--- config.mk ---
export PLATFORM = sky130hd
export DESIGN_NAME = sequence_player_flat
export DESIGN_NICKNAME = d
export VERILOG_FILES = /design/src/rtl/sequence_player_pkg.sv /design/src/rtl/sequence_player_if.sv /design/src/rtl/sequence_player_tick_gen.sv /design/src/rtl/sequence_player.sv /design/src/flat_wrapper.sv
export SDC_FILE = /design/constraint.sdc
export NUM_CORES = 1
export LEC_CHECK = 0
export ABC_AREA = 1
export CAP_MARGIN = 10
export CORE_AREA = 2 2 64 66
export CTS_CLUSTER_DIAMETER = 80
export DETAILED_ROUTE_END_ITERATION = 8
export DIE_AREA = 0 0 66 68
export PLACE_DENSITY = 0.82
export SLEW_MARGIN = 0
export SYNTH_ARGS = -nofsm -noshare
export SYNTH_HDL_FRONTEND = slang
export SYNTH_HIERARCHICAL = 1
export SYNTH_SLANG_ARGS = --single-unit
--- constraint.sdc ---
create_clock -name clk -period 5.05 [get_ports clk]
set_input_delay 1.01 -clock clk [delete_from_list [all_inputs] [get_ports clk]]
set_output_delay 1.01 -clock clk [all_outputs]
set_load 0.02 [all_outputs]
--- src/rtl/sequence_player_pkg.sv ---
// -----------------------------------------------------------------------------
// sequence_player_pkg
//
// Purpose : shared types and elaboration-time helpers for the Genius game
//           playback sequencer (sequence_player and its tick_gen sub-block).
//
// Contents:
//   player_state_t - state encoding of the playback FSM. It is deliberately
//                    separate from the game controller's own state type so
//                    that the two machines can evolve independently.
//   max3()         - largest of three integers, used to size the phase
//                    tick counter from the three period parameters.
//   tick_cnt_w()   - bit width needed to hold a tick count 0..max_val.
// -----------------------------------------------------------------------------
package sequence_player_pkg;

   typedef enum logic [2:0] {
      IDLE      = 3'd0,
      FETCH     = 3'd1,
      WAIT_DATA = 3'd2,
      LED_ON    = 3'd3,
      LED_OFF   = 3'd4,
      DONE      = 3'd5
   } player_state_t;

   function automatic int max3(input int a, input int b, input int c);
      int m;
      m = a;
      if (b > m) m = b;
      if (c > m) m = c;
      return m;
   endfunction

   // Enough bits to represent every value 0..max_val inclusive.
   function automatic int tick_cnt_w(input int max_val);
      if (max_val < 1) return 1;
      return $clog2(max_val + 1);
   endfunction

endpackage

--- src/rtl/sequence_player_if.sv ---
// -----------------------------------------------------------------------------
// sequence_player_if
//
// Purpose : read port between the playback sequencer and the sequence memory.
//           The memory returns data one cycle after the read strobe.
//
// Signals :
//   mem_rd   - read strobe, one cycle per item fetched
//   mem_addr - read address (item index)
//   mem_data - read data, valid the cycle after mem_rd
//
// Modports:
//   master - the sequencer (drives mem_rd / mem_addr, receives mem_data)
//   slave  - the sequence memory
// -----------------------------------------------------------------------------
interface sequence_player_if #(
   parameter int ADDR_WIDTH = 5,
   parameter int DATA_WIDTH = 4
) ();

   logic                  mem_rd;
   logic [ADDR_WIDTH-1:0] mem_addr;
   logic [DATA_WIDTH-1:0] mem_data;

   modport master (
      output mem_rd,
      output mem_addr,
      input  mem_data
   );

   modport slave (
      input  mem_rd,
      input  mem_addr,
      output mem_data
   );

endinterface

--- src/rtl/sequence_player_tick_gen.sv ---
// -----------------------------------------------------------------------------
// tick_gen
//
// Purpose : display time base. Emits a one-cycle tick every TICK_DIV clock
//           cycles, counted from the last cycle in which clear was high.
//           Holding clear keeps the divider parked at zero, so the first tick
//           after clear drops arrives exactly TICK_DIV cycles later.
//
// Ports   :
//   clk   in  clock
//   rst_n in  asynchronous active-low reset
//   clear in  restart the divider (synchronous)
//   tick  out one-cycle pulse, high in the last cycle of each TICK_DIV period
// -----------------------------------------------------------------------------
module tick_gen #(
   parameter int TICK_DIV = 1000
) (
   input  logic clk,
   input  logic rst_n,
   input  logic clear,
   output logic tick
);

   localparam int             CW   = $clog2(TICK_DIV);
   localparam logic [CW-1:0]  LAST = CW'(TICK_DIV - 1);

   logic [CW-1:0] cnt_q;
   logic [CW-1:0] cnt_d;

   always_comb begin
      cnt_d = cnt_q + CW'(1);
      if (clear || (cnt_q == LAST)) begin
         cnt_d = '0;
      end
   end

   always_ff @(posedge clk or negedge rst_n) begin
      if (!rst_n) begin
         cnt_q <= '0;
      end else begin
         cnt_q <= cnt_d;
      end
   end

   // Not gated by clear: the parent derives clear from tick at the end of an
   // on-period, and gating here would close a combinational loop. Because
   // TICK_DIV >= 2, a parked divider (count 0) never reports a tick anyway.
   assign tick = (cnt_q == LAST);

endmodule

--- src/rtl/sequence_player.sv ---
// -----------------------------------------------------------------------------
// sequence_player
//
// Purpose : paced playback of the stored colour sequence on the LED display.
//           One start request walks addresses 0..length-1: each item is read
//           from sequence memory, shown for an on-period chosen by speed,
//           followed by a blank gap. done pulses once after the last gap.
//
// Ports   :
//   clk      in   clock
//   rst_n    in   asynchronous active-low reset
//   start    in   playback request, only honoured while idle
//   length   in   number of items to play, captured with start
//   speed    in   0 = slow (ON_SLOW ticks), 1 = fast (ON_FAST ticks)
//   abort    in   cancel playback, overrides everything else
//   mem      --   sequence memory read port (master side)
//   led_out  out  registered LED drive (one-hot colour, 0 = blank)
//   busy     out  high whenever not idle
//   done     out  one-cycle pulse on completed playback
//
// Timing  : FETCH and WAIT_DATA take one cycle each; LED_ON lasts
//           on_ticks*TICK_DIV cycles and LED_OFF GAP_TICKS*TICK_DIV cycles,
//           so one item costs 2 + (on_ticks + GAP_TICKS)*TICK_DIV cycles.
// -----------------------------------------------------------------------------
module sequence_player
   import sequence_player_pkg::*;
#(
   parameter int DATA_WIDTH = 4,
   parameter int ADDR_WIDTH = 5,
   parameter int TICK_DIV   = 1000,
   parameter int ON_SLOW    = 8,
   parameter int ON_FAST    = 4,
   parameter int GAP_TICKS  = 2
) (
   input  logic                  clk,
   input  logic                  rst_n,
   input  logic                  start,
   input  logic [ADDR_WIDTH-1:0] length,
   input  logic                  speed,
   input  logic                  abort,
   sequence_player_if.master     mem,
   output logic [DATA_WIDTH-1:0] led_out,
   output logic                  busy,
   output logic                  done
);

   // Phase tick counter must hold the longest of the three periods.
   localparam int              PH_MAX = max3(ON_SLOW, ON_FAST, GAP_TICKS);
   localparam int              PH_W   = tick_cnt_w(PH_MAX);
   localparam logic [PH_W-1:0] ON_SLOW_T   = PH_W'(ON_SLOW);
   localparam logic [PH_W-1:0] ON_FAST_T   = PH_W'(ON_FAST);
   localparam logic [PH_W-1:0] GAP_LAST_T  = PH_W'(GAP_TICKS - 1);

   player_state_t         state_q;
   logic [ADDR_WIDTH-1:0] idx_q;        // item being played, also mem_addr
   logic [ADDR_WIDTH-1:0] len_q;        // length captured at start
   logic [PH_W-1:0]       on_ticks_q;   // on-period captured at start
   logic [PH_W-1:0]       ph_cnt_q;     // ticks elapsed in current phase
   logic                  mem_rd_q;
   logic [DATA_WIDTH-1:0] led_q;
   logic                  done_q;
   logic                  busy_q;

   logic tick;
   logic tick_clear;
   logic on_end;
   logic gap_end;
   logic last_item;

   // ------------------------------------------------------------------
   // Display time base
   // ------------------------------------------------------------------
   tick_gen #(
      .TICK_DIV (TICK_DIV)
   ) u_tick_gen (
      .clk   (clk),
      .rst_n (rst_n),
      .clear (tick_clear),
      .tick  (tick)
   );

   // ------------------------------------------------------------------
   // Phase bookkeeping
   // ------------------------------------------------------------------
   always_comb begin
      on_end     = 1'b0;
      gap_end    = 1'b0;
      last_item  = 1'b0;
      tick_clear = 1'b1;

      on_end    = (state_q == LED_ON)  && tick && (ph_cnt_q == on_ticks_q - PH_W'(1));
      gap_end   = (state_q == LED_OFF) && tick && (ph_cnt_q == GAP_LAST_T);
      last_item = (idx_q == len_q - ADDR_WIDTH'(1));

      // The divider runs only inside the timed phases. Parking it elsewhere
      // (in particular during WAIT_DATA) makes LED_ON start from a fresh
      // count; the explicit restart at the end of LED_ON does the same for
      // LED_OFF, so every phase is exact regardless of history.
      tick_clear = !((state_q == LED_ON) || (state_q == LED_OFF)) || on_end;
   end

   // ------------------------------------------------------------------
   // Playback FSM with registered outputs
   // ------------------------------------------------------------------
   always_ff @(posedge clk or negedge rst_n) begin
      if (!rst_n) begin
         state_q    <= IDLE;
         idx_q      <= '0;
         len_q      <= '0;
         on_ticks_q <= '0;
         ph_cnt_q   <= '0;
         mem_rd_q   <= 1'b0;
         led_q      <= '0;
         done_q     <= 1'b0;
         busy_q     <= 1'b0;
      end else begin
         // Strobes default low; the transitions below raise them for the
         // single cycle they belong to.
         mem_rd_q <= 1'b0;
         done_q   <= 1'b0;

         if (abort && (state_q != IDLE)) begin
            state_q  <= IDLE;
            led_q    <= '0;
            busy_q   <= 1'b0;
            ph_cnt_q <= '0;
         end else begin
            case (state_q)
               IDLE: begin
                  if (start && !abort) begin
                     busy_q <= 1'b1;
                     if (length != '0) begin
                        state_q    <= FETCH;
                        len_q      <= length;
                        on_ticks_q <= speed ? ON_FAST_T : ON_SLOW_T;
                        idx_q      <= '0;
                        ph_cnt_q   <= '0;
                        mem_rd_q   <= 1'b1;
                     end else begin
                        // Empty sequence: report completion without reading.
                        state_q <= DONE;
                        done_q  <= 1'b1;
                     end
                  end
               end

               FETCH: begin
                  state_q <= WAIT_DATA;
               end

               WAIT_DATA: begin
                  led_q    <= mem.mem_data;
                  ph_cnt_q <= '0;
                  state_q  <= LED_ON;
               end

               LED_ON: begin
                  if (on_end) begin
                     led_q    <= '0;
                     ph_cnt_q <= '0;
                     state_q  <= LED_OFF;
                  end else if (tick) begin
                     ph_cnt_q <= ph_cnt_q + PH_W'(1);
                  end
               end

               LED_OFF: begin
                  if (gap_end) begin
                     ph_cnt_q <= '0;
                     if (last_item) begin
                        state_q <= DONE;
                        done_q  <= 1'b1;
                     end else begin
                        idx_q    <= idx_q + ADDR_WIDTH'(1);
                        mem_rd_q <= 1'b1;
                        state_q  <= FETCH;
                     end
                  end else if (tick) begin
                     ph_cnt_q <= ph_cnt_q + PH_W'(1);
                  end
               end

               DONE: begin
                  busy_q  <= 1'b0;
                  state_q <= IDLE;
               end

               default: begin
                  state_q <= IDLE;
                  led_q   <= '0;
                  busy_q  <= 1'b0;
               end
            endcase
         end
      end
   end

   // ------------------------------------------------------------------
   // Outputs
   // ------------------------------------------------------------------
   assign mem.mem_rd   = mem_rd_q;
   assign mem.mem_addr = idx_q;
   assign led_out      = led_q;
   assign busy         = busy_q;
   assign done         = done_q;

endmodule

--- src/flat_wrapper.sv ---
// flat-port wrapper written by rule: the top's interface ports become plain ports
module sequence_player_flat import sequence_player_pkg::*;
#(
   parameter int DATA_WIDTH = 4,
   parameter int ADDR_WIDTH = 5,
   parameter int TICK_DIV   = 1000,
   parameter int ON_SLOW    = 8,
   parameter int ON_FAST    = 4,
   parameter int GAP_TICKS  = 2
)
  (clk, rst_n, start, length, speed, abort, led_out, busy, done, mem_mem_rd, mem_mem_addr, mem_mem_data);
  sequence_player_if #(.ADDR_WIDTH(ADDR_WIDTH), .DATA_WIDTH(DATA_WIDTH)) mem_i ();
  input  logic clk;
  input  logic rst_n;
  input  logic start;
  input  logic [ADDR_WIDTH-1:0] length;
  input  logic speed;
  input  logic abort;
  output logic [DATA_WIDTH-1:0] led_out;
  output logic busy;
  output logic done;
  output wire logic [$bits(mem_i.mem_rd)-1:0] mem_mem_rd;
  output wire logic [$bits(mem_i.mem_addr)-1:0] mem_mem_addr;
  input wire logic [$bits(mem_i.mem_data)-1:0] mem_mem_data;
  assign mem_mem_rd = mem_i.mem_rd;
  assign mem_mem_addr = mem_i.mem_addr;
  assign mem_i.mem_data = mem_mem_data;
  sequence_player #(.DATA_WIDTH(DATA_WIDTH), .ADDR_WIDTH(ADDR_WIDTH), .TICK_DIV(TICK_DIV), .ON_SLOW(ON_SLOW), .ON_FAST(ON_FAST), .GAP_TICKS(GAP_TICKS)) u_core (.clk(clk), .rst_n(rst_n), .start(start), .length(length), .speed(speed), .abort(abort), .mem(mem_i), .led_out(led_out), .busy(busy), .done(done));
endmodule
==> metrics.txt <==
# TYPE chip_impl_metric gauge
chip_impl_metric{name="groute.usage.overall",unit=""} 0.230
chip_impl_info{name="clockRootBuffer",value="clkbuf_8"} 1
chip_impl_info{name="run_status",value="finished clean"} 1
chip_impl_metric{name="cts-hold-fix-buffers",unit=""} 0
chip_impl_metric{name="p_int",unit="uW"} 649
chip_impl_metric{name="clkSinkCount",unit=""} 36
chip_impl_metric{name="place.detailed.hpwl",unit="microns"} 3280
chip_impl_metric{name="totalPowerFinal",unit="uW"} 1130
chip_impl_metric{name="ant_nets",unit=""} 0
chip_impl_info{name="timing.setup.critical_path_class",value="reg2reg"} 1
chip_impl_metric{name="antenna_cells_inserted",unit=""} 0
chip_impl_metric{name="final-hold-violation-count",unit=""} 0
chip_impl_metric{name="post_cts_resize_count",unit=""} 0
chip_impl_metric{name="syn_inst",unit=""} 300
chip_impl_metric{name="setup_skew_after_layout",unit="ns"} 0.00408
chip_impl_info{name="worst_setup_path_start_kind",value="flip-flop"} 1
chip_impl_metric{name="ys_seq_area_frac",unit=""} 0.415
chip_impl_metric{name="maxClockFrequency",unit="MHz"} 378
chip_impl_metric{name="synth.ff_latch_count",unit=""} 36
chip_impl_metric{name="worst_slew_margin_rel",unit=""} 0.359
chip_impl_metric{name="power_per_cell_area",unit="nW/um^2"} 439
chip_impl_metric{name="die_w",unit="microns"} 66
chip_impl_metric{name="overflow",unit=""} 0
chip_impl_metric{name="areaGrowthSynthToFinish",unit="%"} 19.0
chip_impl_info{name="most-common-layout-cells",value="nand2_1 (91), inv_1 (40), dfrtp_1 (36)"} 1
chip_impl_metric{name="avgViaCountPerCell",unit=""} 5.12
chip_impl_metric{name="drt_iter0_drc",unit=""} 82
chip_impl_metric{name="clock_latency_on_the_worst_skew_pair",unit="ns"} 0.29
chip_impl_info{name="cts_tree",value="done"} 1
chip_impl_metric{name="drt_pass1_iterations",unit=""} 5
chip_impl_metric{name="setup_viol",unit=""} 0
chip_impl_metric{name="grt_antenna_before_repair",unit=""} 0
chip_impl_metric{name="number_of_buffers_added_on_ports",unit=""} 25
chip_impl_metric{name="place_congestion",unit=""} 0.895
chip_impl_metric{name="timing.final.crit_share",unit=""} 0.523
chip_impl_metric{name="total_leakage_power",unit="uW"} 0.00129
chip_impl_metric{name="die_boundary_height",unit="microns"} 68
chip_impl_metric{name="syn_nets",unit=""} 319
chip_impl_metric{name="yosys.cell_types.count",unit=""} 26
chip_impl_metric{name="grt_pass1_wl",unit="microns"} 7720
chip_impl_metric{name="slew_violations",unit=""} 0
chip_impl_metric{name="critPathArrivalTime",unit="ns"} 2.82
chip_impl_metric{name="max_slew.worst_pin.slew",unit="ns"} 0.954
chip_impl_metric{name="sequentialPowerShare",unit=""} 0.360
chip_impl_metric{name="clkTransAtPathRegs",unit="ns"} 0.07
chip_impl_metric{name="net-switching-power",unit="uW"} 484
chip_impl_metric{name="drt_drc_violations_left",unit=""} 0
chip_impl_metric{name="design.final.nets",unit=""} 351
chip_impl_metric{name="synth-warning-count",unit=""} 6
chip_impl_metric{name="initial_cell_density_of_the_core",unit=""} 0.563
chip_impl_metric{name="cts_made_buffers",unit=""} 5
chip_impl_metric{name="wl_per_cell",unit="microns"} 12.0
chip_impl_metric{name="postCtsSetupBuffers",unit=""} 0
chip_impl_info{name="layout_commonest_cell",value="nand2_1"} 1
chip_impl_info{name="worst_setup_path_end_kind",value="flip-flop"} 1
chip_impl_metric{name="dieArea",unit="sq um"} 4490
chip_impl_metric{name="rows",unit=""} 23
chip_impl_metric{name="swShare",unit=""} 0.427
chip_impl_metric{name="htreeDepth",unit=""} 2
chip_impl_metric{name="num_vias",unit=""} 1956
chip_impl_metric{name="synth.avg_cell_area",unit="sq um"} 7.24
chip_impl_metric{name="timing.critical_path.fanout_max",unit=""} 9
chip_impl_metric{name="totalNegativeSetupSlack",unit="ns"} 0
chip_impl_metric{name="maximum_number_of_pins_on_one_net_before_global_route_repair",unit=""} 37
chip_impl_metric{name="clock_path_buffers",unit=""} 2
chip_impl_metric{name="critical_path_required",unit="ns"} 5.23
chip_impl_metric{name="finalWorstPathRequiredPeriod",unit="ns"} 2.64
chip_impl_metric{name="via_count_of_the_first_global_routing_pass",unit=""} 1768
chip_impl_metric{name="share_clk_of_total_power",unit=""} 0.199
chip_impl_metric{name="layout-drive-gt1-share",unit=""} 0.105
chip_impl_metric{name="postRouteWirelength",unit="microns"} 4570
chip_impl_info{name="min_path_type",value="reg2reg"} 1
chip_impl_metric{name="design.portCount",unit=""} 26
chip_impl_metric{name="combinationalPowerShare",unit=""} 0.441
chip_impl_metric{name="vdd.ir_drop.worst",unit="V"} 0.000315
chip_impl_metric{name="final_cell_area",unit="sq um"} 2580
chip_impl_metric{name="core_area",unit="sq um"} 3860
chip_impl_metric{name="synth_area",unit="sq um"} 2170
chip_impl_info{name="rsz0062_at_grt",value="no"} 1
chip_impl_metric{name="drv_cap",unit=""} 0
chip_impl_metric{name="placement_stage_cell_area",unit="sq um"} 2490
## through the flow
| stage | hold slack (ns) | worst slack, ns | util | cells |
|---|---|---|---|---|
| after floorplan | 0.453 | 3.12 | - | 300 |
| after global placement | 0.470 | 2.50 | 0.645 | 375 |
| after detailed placement | 0.473 | 2.44 | 0.645 | 375 |
| after CTS | 0.492 | 2.45 | 0.670 | 382 |
| after global routing | 0.508 | 2.25 | 0.670 | 382 |
| final | 0.491 | 2.41 | 0.670 | 382 |
## sequential cells by signal (all words and copies together) (netlist names)
register and count:
u_core/busy 1, u_core/done 1, u_core/led_out 4, u_core/len_q 5, u_core/mem.mem_addr 5, u_core/mem.mem_rd 1, u_core/on_ticks_q 2, u_core/ph_cnt_q 4
u_core/state_q 3, u_core/u_tick_gen/cnt_q 10
## power groups by stage
| stage | registers (uW) | clock network [uW] | logic, uW |
|---|---|---|---|
| CTS | 406 | 231 | 498 |
| global placement | 409 | 0 | 477 |
| finish | 408 | 225 | 500 |
| global route | 415 | 243 | 566 |
| floorplan | 427 | 0 | 335 |
| detailed placement | 411 | 0 | 491 |
## cell type report
| type | count | area, sq um |
|---|---|---|
| Fill cell | 335 | 1270 |
| Multi-Input combinational cell | 216 | 1090 |
| Timing Repair Buffer | 26 | 258 |
| Clock buffer | 7 | 96.3 |
| Tap cell | 50 | 62.6 |
| Inverter | 47 | 179 |
| Sequential cell | 36 | 901 |
## metal layers
layer,vias to the layer above,GRT usage,share of wire
li1,1005,-,-
met3,7,0.0493,0.031
met5,-,0,0
met1,920,0.272,0.45
met2,24,0.403,0.50
met4,0,0.107,0.018
## cells in the mapped netlist (all sizes together)
| cell type | count | area [sq um] |
|---|---|---|
| a21o | 1 | 7.51 |
| a21oi | 5 | 25.0 |
| buf | 1 | 5.00 |
| dfrtp | 36 | 901 |
| ha | 5 | 62.6 |
| inv | 47 | 179 |
| nand2 | 99 | 407 |
| nand3 | 27 | 150 |
| nand3b | 1 | 7.51 |
| nand4 | 4 | 25.0 |
| nor2 | 38 | 175 |
| nor3 | 5 | 36.3 |
| nor3b | 1 | 7.51 |
| o21ai | 20 | 100 |
| o21bai | 2 | 15.0 |
| or2 | 1 | 6.26 |
| xor2 | 7 | 61.3 |
## worst paths after layout
| path | from | slack, ns | end | cells past startpoint |
|---|---|---|---|---|
| max in group asynchronous | rst_n | 3.58 | u_core/len_q[4] | 2 |
| hold reg to reg | u_core/u_tick_gen/cnt_q[0] | 0.49 | u_core/u_tick_gen/cnt_q[0] | 1 |
| hold / removal | u_core/u_tick_gen/cnt_q[0] | 0.49 | u_core/u_tick_gen/cnt_q[0] | 1 |
| setup / recovery | u_core/u_tick_gen/cnt_q[0] | 2.41 | u_core/mem.mem_addr[0] | 12 |
| setup reg to reg | u_core/u_tick_gen/cnt_q[0] | 2.41 | u_core/mem.mem_addr[0] | 12 |
| min in group asynchronous | rst_n | 1.14 | u_core/u_tick_gen/cnt_q[4] | 2 |
## logic make-up after synthesis
logic type,count (synthesis),share of synthesized area
AOI/OAI and AO/OA,28,0.0680
xor gates and xnor gates,7,0.0282
adders and majority gates,5,0.0288
buffers and inverters,48,0.0847
DFF,36,0.415
and+or+nand+nor,176,0.375
## worst max-delay path: stages (launching register included)
cell	delay (ns)
dfrtp_1	0.39
ha_1	0.18
nand2_1	0.07
inv_2	0.11
nand2_1	0.07
nor3_1	0.73
nand4_1	0.30
nand2_2	0.17
inv_2	0.05
nor3_4	0.20
nand2_4	0.11
nand2_1	0.07
o21ai_1	0.06
Power figures use the tool's default switching activity.
